<file path="src/rtl/seg7_scan_driver.sv">
// Multiplexed 7-segment scan driver: frame-synchronous value capture, one dead
// cycle per digit slot, optional leading-zero suppression, registered outputs.
module seg7_scan_driver #(
  parameter int DIGITS      = 4,
  parameter int REFRESH_DIV = 50000,
  parameter bit ACTIVE_LOW  = 1'b1
) (
  input  logic                  clk,
  input  logic                  rst_n,
  input  logic [4*DIGITS-1:0]   value,
  input  logic [DIGITS-1:0]     dp_in,
  input  logic                  load,
  input  logic                  lzs_en,
  output logic [DIGITS-1:0]     an,
  output logic [6:0]            seg,
  output logic                  dp,
  output logic                  frame_tick,
  output logic                  busy
);

  localparam int PW = (REFRESH_DIV > 1) ? $clog2(REFRESH_DIV) : 1;
  localparam int IW = (DIGITS > 1) ? $clog2(DIGITS) : 1;

  logic [PW-1:0]         presc;
  logic [IW-1:0]         idx;
  logic [4*DIGITS-1:0]   disp_val;
  logic [DIGITS-1:0]     disp_dp;
  logic [4*DIGITS-1:0]   pend_val;
  logic [DIGITS-1:0]     pend_dp;
  logic                  pend;

  logic                  terminal;
  logic                  last_digit;
  logic                  boundary;
  logic [3:0]            nib;
  logic [DIGITS-1:0]     blank;
  logic                  zero_run;
  logic [DIGITS-1:0]     an_hi;
  logic [6:0]            seg_hi;
  logic                  dp_hi;

  function automatic logic [6:0] decode(input logic [3:0] n);
    logic [6:0] s;
    case (n)
      4'h0: s = 7'h3F;
      4'h1: s = 7'h06;
      4'h2: s = 7'h5B;
      4'h3: s = 7'h4F;
      4'h4: s = 7'h66;
      4'h5: s = 7'h6D;
      4'h6: s = 7'h7D;
      4'h7: s = 7'h07;
      4'h8: s = 7'h7F;
      4'h9: s = 7'h6F;
      4'hA: s = 7'h77;
      4'hB: s = 7'h7C;
      4'hC: s = 7'h39;
      4'hD: s = 7'h5E;
      4'hE: s = 7'h79;
      default: s = 7'h71;
    endcase
    return s;
  endfunction

  assign terminal   = (presc == PW'(REFRESH_DIV - 1));
  assign last_digit = (idx == IW'(DIGITS - 1));
  assign boundary   = terminal && last_digit;
  assign busy       = pend;

  always_ff @(posedge clk or negedge rst_n) begin
    if (!rst_n) begin
      presc      <= '0;
      idx        <= '0;
      frame_tick <= 1'b0;
    end else begin
      frame_tick <= boundary;
      if (terminal) begin
        presc <= '0;
        idx   <= last_digit ? '0 : idx + 1'b1;
      end else begin
        presc <= presc + 1'b1;
      end
    end
  end

  // The display registers only change at a frame boundary, so a frame never tears.
  always_ff @(posedge clk or negedge rst_n) begin
    if (!rst_n) begin
      disp_val <= '0;
      disp_dp  <= '0;
      pend_val <= '0;
      pend_dp  <= '0;
      pend     <= 1'b0;
    end else if (boundary) begin
      pend <= 1'b0;
      if (load) begin
        disp_val <= value;
        disp_dp  <= dp_in;
      end else if (pend) begin
        disp_val <= pend_val;
        disp_dp  <= pend_dp;
      end
    end else if (load) begin
      pend_val <= value;
      pend_dp  <= dp_in;
      pend     <= 1'b1;
    end
  end

  // A digit above 0 is blank when it and every higher digit is a zero without a dot.
  always_comb begin
    blank    = '0;
    zero_run = 1'b1;
    for (int k = DIGITS - 1; k >= 1; k--) begin
      zero_run = zero_run && (disp_val[4*k +: 4] == 4'h0) && !disp_dp[k];
      blank[k] = zero_run;
    end
  end

  always_comb begin
    an_hi  = '0;
    seg_hi = '0;
    dp_hi  = 1'b0;
    nib    = disp_val[{idx, 2'b00} +: 4];
    if (presc != '0 && !(lzs_en && blank[idx])) begin
      an_hi[idx] = 1'b1;
      seg_hi     = decode(nib);
      dp_hi      = disp_dp[idx];
    end
  end

  always_ff @(posedge clk or negedge rst_n) begin
    if (!rst_n) begin
      an  <= {DIGITS{ACTIVE_LOW}};
      seg <= {7{ACTIVE_LOW}};
      dp  <= ACTIVE_LOW;
    end else begin
      an  <= ACTIVE_LOW ? ~an_hi  : an_hi;
      seg <= ACTIVE_LOW ? ~seg_hi : seg_hi;
      dp  <= ACTIVE_LOW ? ~dp_hi  : dp_hi;
    end
  end

endmodule

</file>
<file path="config.mk">
export PLATFORM = sky130hd
export DESIGN_NAME = seg7_scan_driver
export DESIGN_NICKNAME = d
export VERILOG_FILES = /design/src/rtl/seg7_scan_driver.sv
export SDC_FILE = /design/constraint.sdc
export NUM_CORES = 1
export LEC_CHECK = 0
export BUFFER_PORTS_ARGS = -buffer_cell sky130_fd_sc_hd__buf_2
export CORE_MARGIN = 4
export CORE_UTILIZATION = 41
export CTS_BUF_LIST = sky130_fd_sc_hd__clkbuf_16
export CTS_CLUSTER_DIAMETER = 60
export CTS_CLUSTER_SIZE = 10
export DETAILED_ROUTE_END_ITERATION = 6
export PLACE_DENSITY = 0.62
export SYNTH_ARGS = -nofsm -noshare
export SYNTH_HDL_FRONTEND = slang
export SYNTH_SLANG_ARGS = --single-unit
</file>
<file path="constraint.sdc">
create_clock -name clk -period 6.5 [get_ports clk]
set_input_delay 1.3 -clock clk [delete_from_list [all_inputs] [get_ports clk]]
set_output_delay 1.3 -clock clk [all_outputs]
set_load 0.01 [all_outputs]
</file>
==> results of run 1 <==
## cells by family (layout without fill, tap and decap cells)
group,count (synthesis),count (layout),share of synthesized area
muxes,76,76,0.270
adders and majority gates,11,11,0.0368
and+or+nand+nor,74,74,0.116
AOI/OAI and AO/OA,18,18,0.0311
xor gates and xnor gates,12,12,0.0281
buffers and inverters,24,64,0.0327
DFF,72,72,0.485
## synthesized netlist by cell type (all sizes together) (2+ instances only)
master,count,area share
a21oi,2,0.0027
a31oi,2,0.0033
and3,5,0.0087
buf,6,0.015
clkbuf,9,0.0090
dfrtp,60,0.40
dfstp,12,0.084
ha,11,0.037
inv,9,0.0090
mux2,67,0.23
mux2i,4,0.011
mux4,5,0.030
nand2,7,0.0070
nand3,17,0.023
nand4,7,0.012
nor2,13,0.013
nor3,4,0.0053
nor4,5,0.012
o211ai,2,0.0040
o21ai,6,0.0080
or3,4,0.0067
or4,4,0.0090
or4b,2,0.0053
xnor2,4,0.0094
xor2,8,0.019
## worst max-delay path: stages
cell	delay, ns
buf_2	0.40
nor2_1	0.12
nand4b_2	0.83
mux2_4	0.57
## report_power, final
group          internal (uW)  switching (uW)
Sequential               461            6.23
Combinational           31.7            24.5
Clock                    293             186
## final timing paths
kind	endpoint	slack, ns	depth (start not counted)
setup / recovery	disp_val[6]	3.48	4
hold / removal	presc[0]	0.48	1
setup reg to reg	disp_val[6]	3.63	4
hold reg to reg	presc[0]	0.48	1
max in group asynchronous	disp_val[11]	4.73	2
min in group asynchronous	pend_dp[3]	1.17	2
## stage by stage
step	util	worst slack [ns]	cells	power, uW
floorplan	-	3.91	287	509
global placement	0.454	3.16	419	531
detailed placement	0.454	3.11	419	533
CTS	0.487	3.46	435	1020
global route	0.487	3.32	435	1050
finish	0.487	3.48	435	1000
## routing by layer
layer	share of wire	vias up
li1	-	1116
met4	0.019	0
met3	0.046	10
met2	0.48	48
met5	0	-
met1	0.45	1156
## state kept, by name, indices dropped and copies added, names as in the netlist
signal	count
busy	1
idx	2
disp_val	16
seg	7
an	4
frame_tick	1
pend_dp	4
dp	1
pend_val	16
presc	16
disp_dp	4
## cell type report
cell class | count | area [um2] | area share
multi-input cells | 191 | 1810 | 0.423
well taps | 108 | 135 | 0.0315
clock inverters | 7 | 63.8 | 0.0149
inverters | 9 | 33.8 | 0.00788
clock buffers | 9 | 225 | 0.0525
repair buffers | 39 | 200 | 0.0467
flip-flops and latches | 72 | 1820 | 0.424
==> flow_summary.json, run 1 <==
{
  "grt_max_degree": 73,
  "min_path_type": "reg2reg",
  "start_kind": "input pin",
  "avgSynthCellArea_um2": 13.0,
  "met2_usage": 0.221,
  "required_ns": 6.71,
  "syn_inst": 287,
  "antenna_found_initial": 0,
  "num_rows": 34,
  "cts_tree": "done",
  "period_needed_ns": 3.02,
  "dp_hpwl_um": 4880,
  "crit_path_start": "load",
  "maxSlewViolCount": 0,
  "dieHeight_um": 104,
  "grt_pass1_wl_um": 12100,
  "hold_viol_final": 0,
  "worstSetupPathType": "in2reg",
  "drv_cap": 0,
  "path_clk_slew_ns": 0.06,
  "crit_path_max_fanout": 22,
  "setup_viol": 0,
  "cp-end-kind": "flop",
  "fin_area_um2": 4290,
  "cts_root_buf": "clkbuf_16",
  "wl_per_cell_um": 16.1,
  "layout_commonest_cell": "dfrtp_1",
  "netlist_area_um2": 3740,
  "holdWs_ns": 0.477,
  "fp.coreArea_um2": 8810,
  "drive_gt1_frac": 0.440,
  "die_x_um": 104,
  "status": "finished clean",
  "clk_latency_ns": 0.33,
  "vias_per_cell": 5.36,
  "vias": 2330,
  "holdCritStartpoint": "presc[0]",
  "num_antenna_cells": 0,
  "syn_nets": 322,
  "drt_iter0_markers": 90,
  "wl_um": 7020,
  "slew_headroom": 0.354,
  "synth_warnings": 0,
  "grt_pass1_vias": 2348,
  "fillCellCount": 782,
  "nets": 357,
  "rsz0062_at_grt": "false",
  "htreeDepth": 3,
  "synth.distinct_cells": 42,
  "start_util": 0.425,
  "cts_inserted_buffers": 9,
  "crit_arrival_ns": 3.23,
  "tns_ns": 0,
  "p_per_area_nw_per_um2": 234,
  "yosys_register_bits": 72,
  "ant_nets": 0,
  "syn_to_final_growth_pct": 14.5,
  "synthArstFlopShare": 1.00,
  "tightest_slew_ns": 0.964,
  "gp_congestion": 0.792,
  "timing.fmax_mhz": 331,
  "post-route-period-util": 0.465,
  "met3_usage": 0.0317,
  "ys_seq_area_frac": 0.485,
  "ir_worst_vdd_uv": 126,
  "drc": 0,
  "firstDrtPassIters": 4,
  "cts_buffer_depth": 2,
  "grtUsageTotal": 0.140,
  "ys.flop_type": "dfrtp_1",
  "grtUsageMet1": 0.185,
  "layout_common_cells": "60 x dfrtp_1, 39 x mux2_2, 37 x buf_2",
  "design.die.area_um2": 10700,
  "leakage_uw": 0.00201,
  "skew_ns": 0.00719,
  "post_cts.repair.setup_buffers": 0,
  "grt_overflow": 0,
  "synth_edf_count": 0,
  "grt-busiest-layer": "met2",
  "port_buffers": 37,
  "dpl-instance-area_um2": 4000,
  "numClockSinks": 72,
  "r2r-start": "presc[11]",
  "cts_hold_buf": 0,
  "boundaryPins": 38,
  "cts-resized-gates": 0
}
(Power assumes the default switching activity.)
==> inputs of run 2 (changes only) <==
- PLACE_DENSITY: 0.62 -> 0.64
- clock period: 6.5 -> 2.6 ns (I/O delays scaled with it)
==> run 2 against run 1 <==
Power increased to 2.6 times the previous value. Critical path type is now reg2reg. Flip-flop and latch count unchanged. Count of clock-buffer cells in the layout unchanged. Setup slack got worse by 3.1 ns. Largest power group unchanged. Largest cell class unchanged. Combinational power increased to 2.6 times the previous value.
==> flow_summary.json, run 2 (synthesis gave the netlist of run 1 again) <==
{
  "crit_arrival_ns": 2.44,
  "grt_pass1_vias": 2514,
  "status": "finished clean",
  "min_path_type": "in2async",
  "fillCellCount": 774,
  "firstDrtPassIters": 4,
  "syn_to_final_growth_pct": 16.6,
  "p_per_area_nw_per_um2": 595,
  "skew_ns": 0.00482,
  "r2r-end": "pend_val[12]",
  "tightest_slew_ns": 0.946,
  "grt_pass1_wl_um": 12400,
  "port_buffers": 37,
  "crit_path_start": "presc[11]",
  "clk_latency_ns": 0.33,
  "wl_per_cell_um": 16.2,
  "setup_slack_ns": 0.370,
  "reg_top3": "disp_val x16, pend_val x16, presc x16",
  "numClockSinks": 72,
  "drive_gt1_frac": 0.452,
  "r2r-start": "presc[11]",
  "crit_path_top_delay_cell": "or4_4",
  "rsz0062_at_grt": "false",
  "num_rows": 34,
  "required_ns": 2.81,
  "drv_cap": 0,
  "cts_root_buf": "clkbuf_16",
  "boundaryPins": 38,
  "setup_viol": 0,
  "tns_ns": 0,
  "cts_hold_buf": 0,
  "cp_slowest_stage_delay_ns": 0.57,
  "timing.fmax_mhz": 449,
  "critical-path-top-delay-family": "simple AND/OR/NAND/NOR gates",
  "path_buf_inv": 1,
  "start_util": 0.425,
  "worstSetupPathType": "reg2reg",
  "die_x_um": 104,
  "crit_path_max_fanout": 10,
  "dp_hpwl_um": 5130,
  "ir_worst_vdd_uv": 322,
  "layout_commonest_cell": "dfrtp_1",
  "nets": 363,
  "leakage_uw": 0.00205,
  "drt_iter0_markers": 64,
  "layout_common_cells": "60 x dfrtp_1, 39 x mux2_2, 37 x buf_2",
  "grt_overflow": 0,
  "hold_viol_final": 0,
  "ant_nets": 0,
  "cts-resized-gates": 0,
  "fin_cells": 440,
  "cp-end-kind": "flop",
  "path_clk_slew_ns": 0.06,
  "period_needed_ns": 2.23,
  "cp_cell_sequence": "or4_4 > nor4_1 > a31oi_2 > buf_4 > mux2_4",
  "cts_tree": "done",
  "vias": 2383,
  "dpl_worst_slack_ns": 0.385,
  "wl_um": 7150,
  "gp_congestion": 0.842,
  "rr_worst_depth": 5,
  "dp.cells": 425,
  "fp.coreArea_um2": 8810,
  "maxSlewViolCount": 0,
  "design.die.area_um2": 10700,
  "r2r_slack_ns": 0.37,
  "grtUsageTotal": 0.143,
  "multi_input_area_um2": 1810,
  "post_cts.repair.setup_buffers": 0,
  "htreeDepth": 3,
  "vias_per_cell": 5.42,
  "start_kind": "flop",
  "cts_inserted_buffers": 9,
  "seq_area_um2": 1820,
  "drc": 0,
  "dieHeight_um": 104,
  "num_antenna_cells": 0,
  "slew_headroom": 0.367,
  "post-route-period-util": 0.858,
  "antenna_found_initial": 0,
  "grt_max_degree": 73,
  "cts_buffer_depth": 2
}
[run 2: layout make-up]
class / instances / area share
clock buffers: 9 / 0.0516
clock inverters: 6 / 0.0195
inverters: 9 / 0.00774
multi-input cells: 191 / 0.415
flip-flops and latches: 72 / 0.416
well taps: 108 / 0.0310
repair buffers: 45 / 0.0590
[run 2: how the worst max path moves through the flow]
stage | end | slack [ns] | depth (start not counted)
2_1_floorplan | seg[0] | 0.40 | 7
5_1_grt | seg[0] | 0.26 | 6
3_5_place_dp | pend_val[12] | 0.38 | 5
6_report | pend_val[12] | 0.37 | 5
3_3_place_gp | pend_val[12] | 0.43 | 5
4_1_cts | pend_val[12] | 0.38 | 5
[run 2: through the flow]
| stage | cell area (um2) | util | hold WS [ns] | power, uW |
|---|---|---|---|---|
| final | 4370 | 0.496 | 0.198 | 2600 |
| after floorplan | 3740 | - | 0.224 | 1270 |
| after detailed placement | 4060 | 0.461 | 0.473 | 1340 |
| after global routing | 4370 | 0.496 | 0.247 | 2710 |
| after CTS | 4370 | 0.496 | 0.229 | 2630 |
| after global placement | 4060 | 0.461 | 0.466 | 1330 |
[run 2: routing by layer]
metal	vias to the layer above	GRT usage	wire [um]
met5	-	0	0
met4	0	0.0608	117
met3	10	0.0317	289
met2	41	0.221	3370
met1	1203	0.194	3370
li1	1129	-	-
[run 2: power breakdown]
part           switching [uW]  internal [uW]  leakage, uW
combinational            63.3           83.3      0.00100
sequential               16.0           1150     0.000898
clock                     451            830     0.000149
==> inputs of run 3 (changes only) <==
- GPL_TIMING_DRIVEN: not set -> 0
- RECOVER_POWER: not set -> 25
==> run 3 against run 2 <==
The run now ends with max-capacitance violations, max-slew violations left. Clock power up 9%. Cell count up 2.0%. Setup slack worse by 0.15 ns. Count of clock-buffer cells in the layout unchanged. Non-clock buffer count up 8. Power up 4.2%. Critical path type unchanged. Sequential power about the same. Largest power group unchanged. Sequential share of layout area down 0.45 points.
==> flow_summary.json, run 3 (synthesis gave the netlist of run 1 again) <==
{
  "status": "finished with violations",
  "violations": "max-capacitance violations, max-slew violations",
  "num_rows": 34,
  "grt_max_degree": 73,
  "grt_pass1_wl_um": 12400,
  "dieHeight_um": 104,
  "fp.coreArea_um2": 8810,
  "boundaryPins": 38,
  "drv_cap": 1,
  "vias_per_cell": 5.33,
  "wl_um": 7360,
  "firstDrtPassIters": 4,
  "htreeDepth": 3,
  "path_clk_slew_ns": 0.06,
  "vias": 2391,
  "grtUsageTotal": 0.143,
  "rsz0062_at_grt": "false",
  "skew_ns": 0.00840,
  "tightest_slew_ns": 1.77,
  "drt_iter0_markers": 116,
  "tns_ns": 0,
  "min_path_type": "in2reg",
  "die_x_um": 104,
  "holdWs_ns": 0.430,
  "design.die.area_um2": 10700,
  "cts_inserted_buffers": 9,
  "crit_arrival_ns": 2.63,
  "timing.fmax_mhz": 420,
  "ant_nets": 0,
  "grt_pass1_vias": 2477,
  "clk_latency_ns": 0.33,
  "reg_top3": "disp_val x16, pend_val x16, presc x16",
  "start_kind": "flop",
  "cts_root_buf": "clkbuf_16",
  "gp_congestion": 0.834,
  "hold_viol_final": 0,
  "cts_buffer_depth": 2,
  "setup_viol": 0,
  "numClockSinks": 72,
  "rr_worst_depth": 7,
  "drive_gt1_frac": 0.437,
  "cp-end-kind": "flop",
  "total_power_uw": 2700,
  "whs_path_depth": 2,
  "p_per_area_nw_per_um2": 613,
  "leakage_uw": 0.00208,
  "worstSetupPathType": "reg2reg",
  "dp_hpwl_um": 5180,
  "nets": 371,
  "ir_worst_vdd_uv": 431,
  "cts_hold_buf": 0,
  "period_needed_ns": 2.38,
  "layout_commonest_cell": "dfrtp_1",
  "required_ns": 2.85,
  "start_util": 0.425,
  "grt_overflow": 0,
  "port_buffers": 37,
  "post-route-period-util": 0.915,
  "num_antenna_cells": 0,
  "slew_headroom": -0.178,
  "wl_per_cell_um": 16.4,
  "cts_tree": "done",
  "layout_common_cells": "60 x dfrtp_1, 39 x mux2_2, 37 x buf_2",
  "crit_path_max_fanout": 10,
  "antenna_found_initial": 0,
  "fillCellCount": 773,
  "maxSlewViolCount": 73,
  "syn_to_final_growth_pct": 17.8,
  "drc": 0
}
-- run 3: cell count changes in the layout (fill, tap and decap cells not counted), sizes merged --
| cell | previous run | this run |
|---|---|---|
| buf | 45 | 41 |
| bufinv | 2 | 3 |
| clkbuf | 9 | 21 |
| clkinvlp | 1 | 0 |
| inv | 9 | 10 |
-- run 3: cell type report --
type	instances	area, um2	area share
Inverter	9	33.8	0.00766
Clock inverter	7	111	0.0252
Buffer	15	92.6	0.0210
Timing Repair Buffer	38	193	0.0437
Multi-Input combinational cell	191	1810	0.409
Sequential cell	72	1820	0.412
Clock buffer	9	225	0.0510
Tap cell	108	135	0.0306
-- run 3: critical path, cell delays in order, from the launching register on --
cell	delay (ns)
dfrtp_1	0.49
clkbuf_2	0.31
mux4_2	0.40
inv_1	0.16
ha_1	0.31
nor4_1	0.09
or3_1	0.38
o211ai_1	0.18
-- run 3: through the flow --
step / cells / utilization / cell area, um2 / setup WS (ns)
after floorplan: 287 / - / 3740 / 0.396
after global placement: 432 / 0.462 / 4070 / 0.0909
after detailed placement: 433 / 0.465 / 4100 / 0.0696
after CTS: 449 / 0.503 / 4430 / 0.0637
after global routing: 449 / 0.501 / 4410 / 0.0364
final: 449 / 0.501 / 4410 / 0.221
-- run 3: metal layers --
| metal | share of wire | global-route usage |
|---|---|---|
| met1 | 0.45 | 0.187 |
| met3 | 0.053 | 0.0379 |
| met4 | 0.013 | 0.0475 |
| met5 | 0 | 0 |
| met2 | 0.48 | 0.233 |
-- run 3: power by group --
part           total [uW]  switching (uW)  internal [uW]
registers            1170            15.1           1150
clock network        1390             462            930
logic                 144            63.1           81.2
total                2700             541           2160
-- run 3: path summary, 6_finish.rpt --
kind | start | endpoint | slack (ns)
setup / recovery | idx[1] | seg[0] | 0.22
hold / removal | dp_in[0] | pend_dp[0] | 0.43
setup reg to reg | idx[1] | seg[0] | 0.22
hold reg to reg | presc[0] | presc[0] | 0.50
max in group asynchronous | rst_n | presc[5] | 0.78
min in group asynchronous | rst_n | presc[2] | 0.76
-- run 3: what timing repair did --
action,in CTS,in global routing
setup buffers,0,0
resized for setup,0,3
setup endpoints to repair,0,1
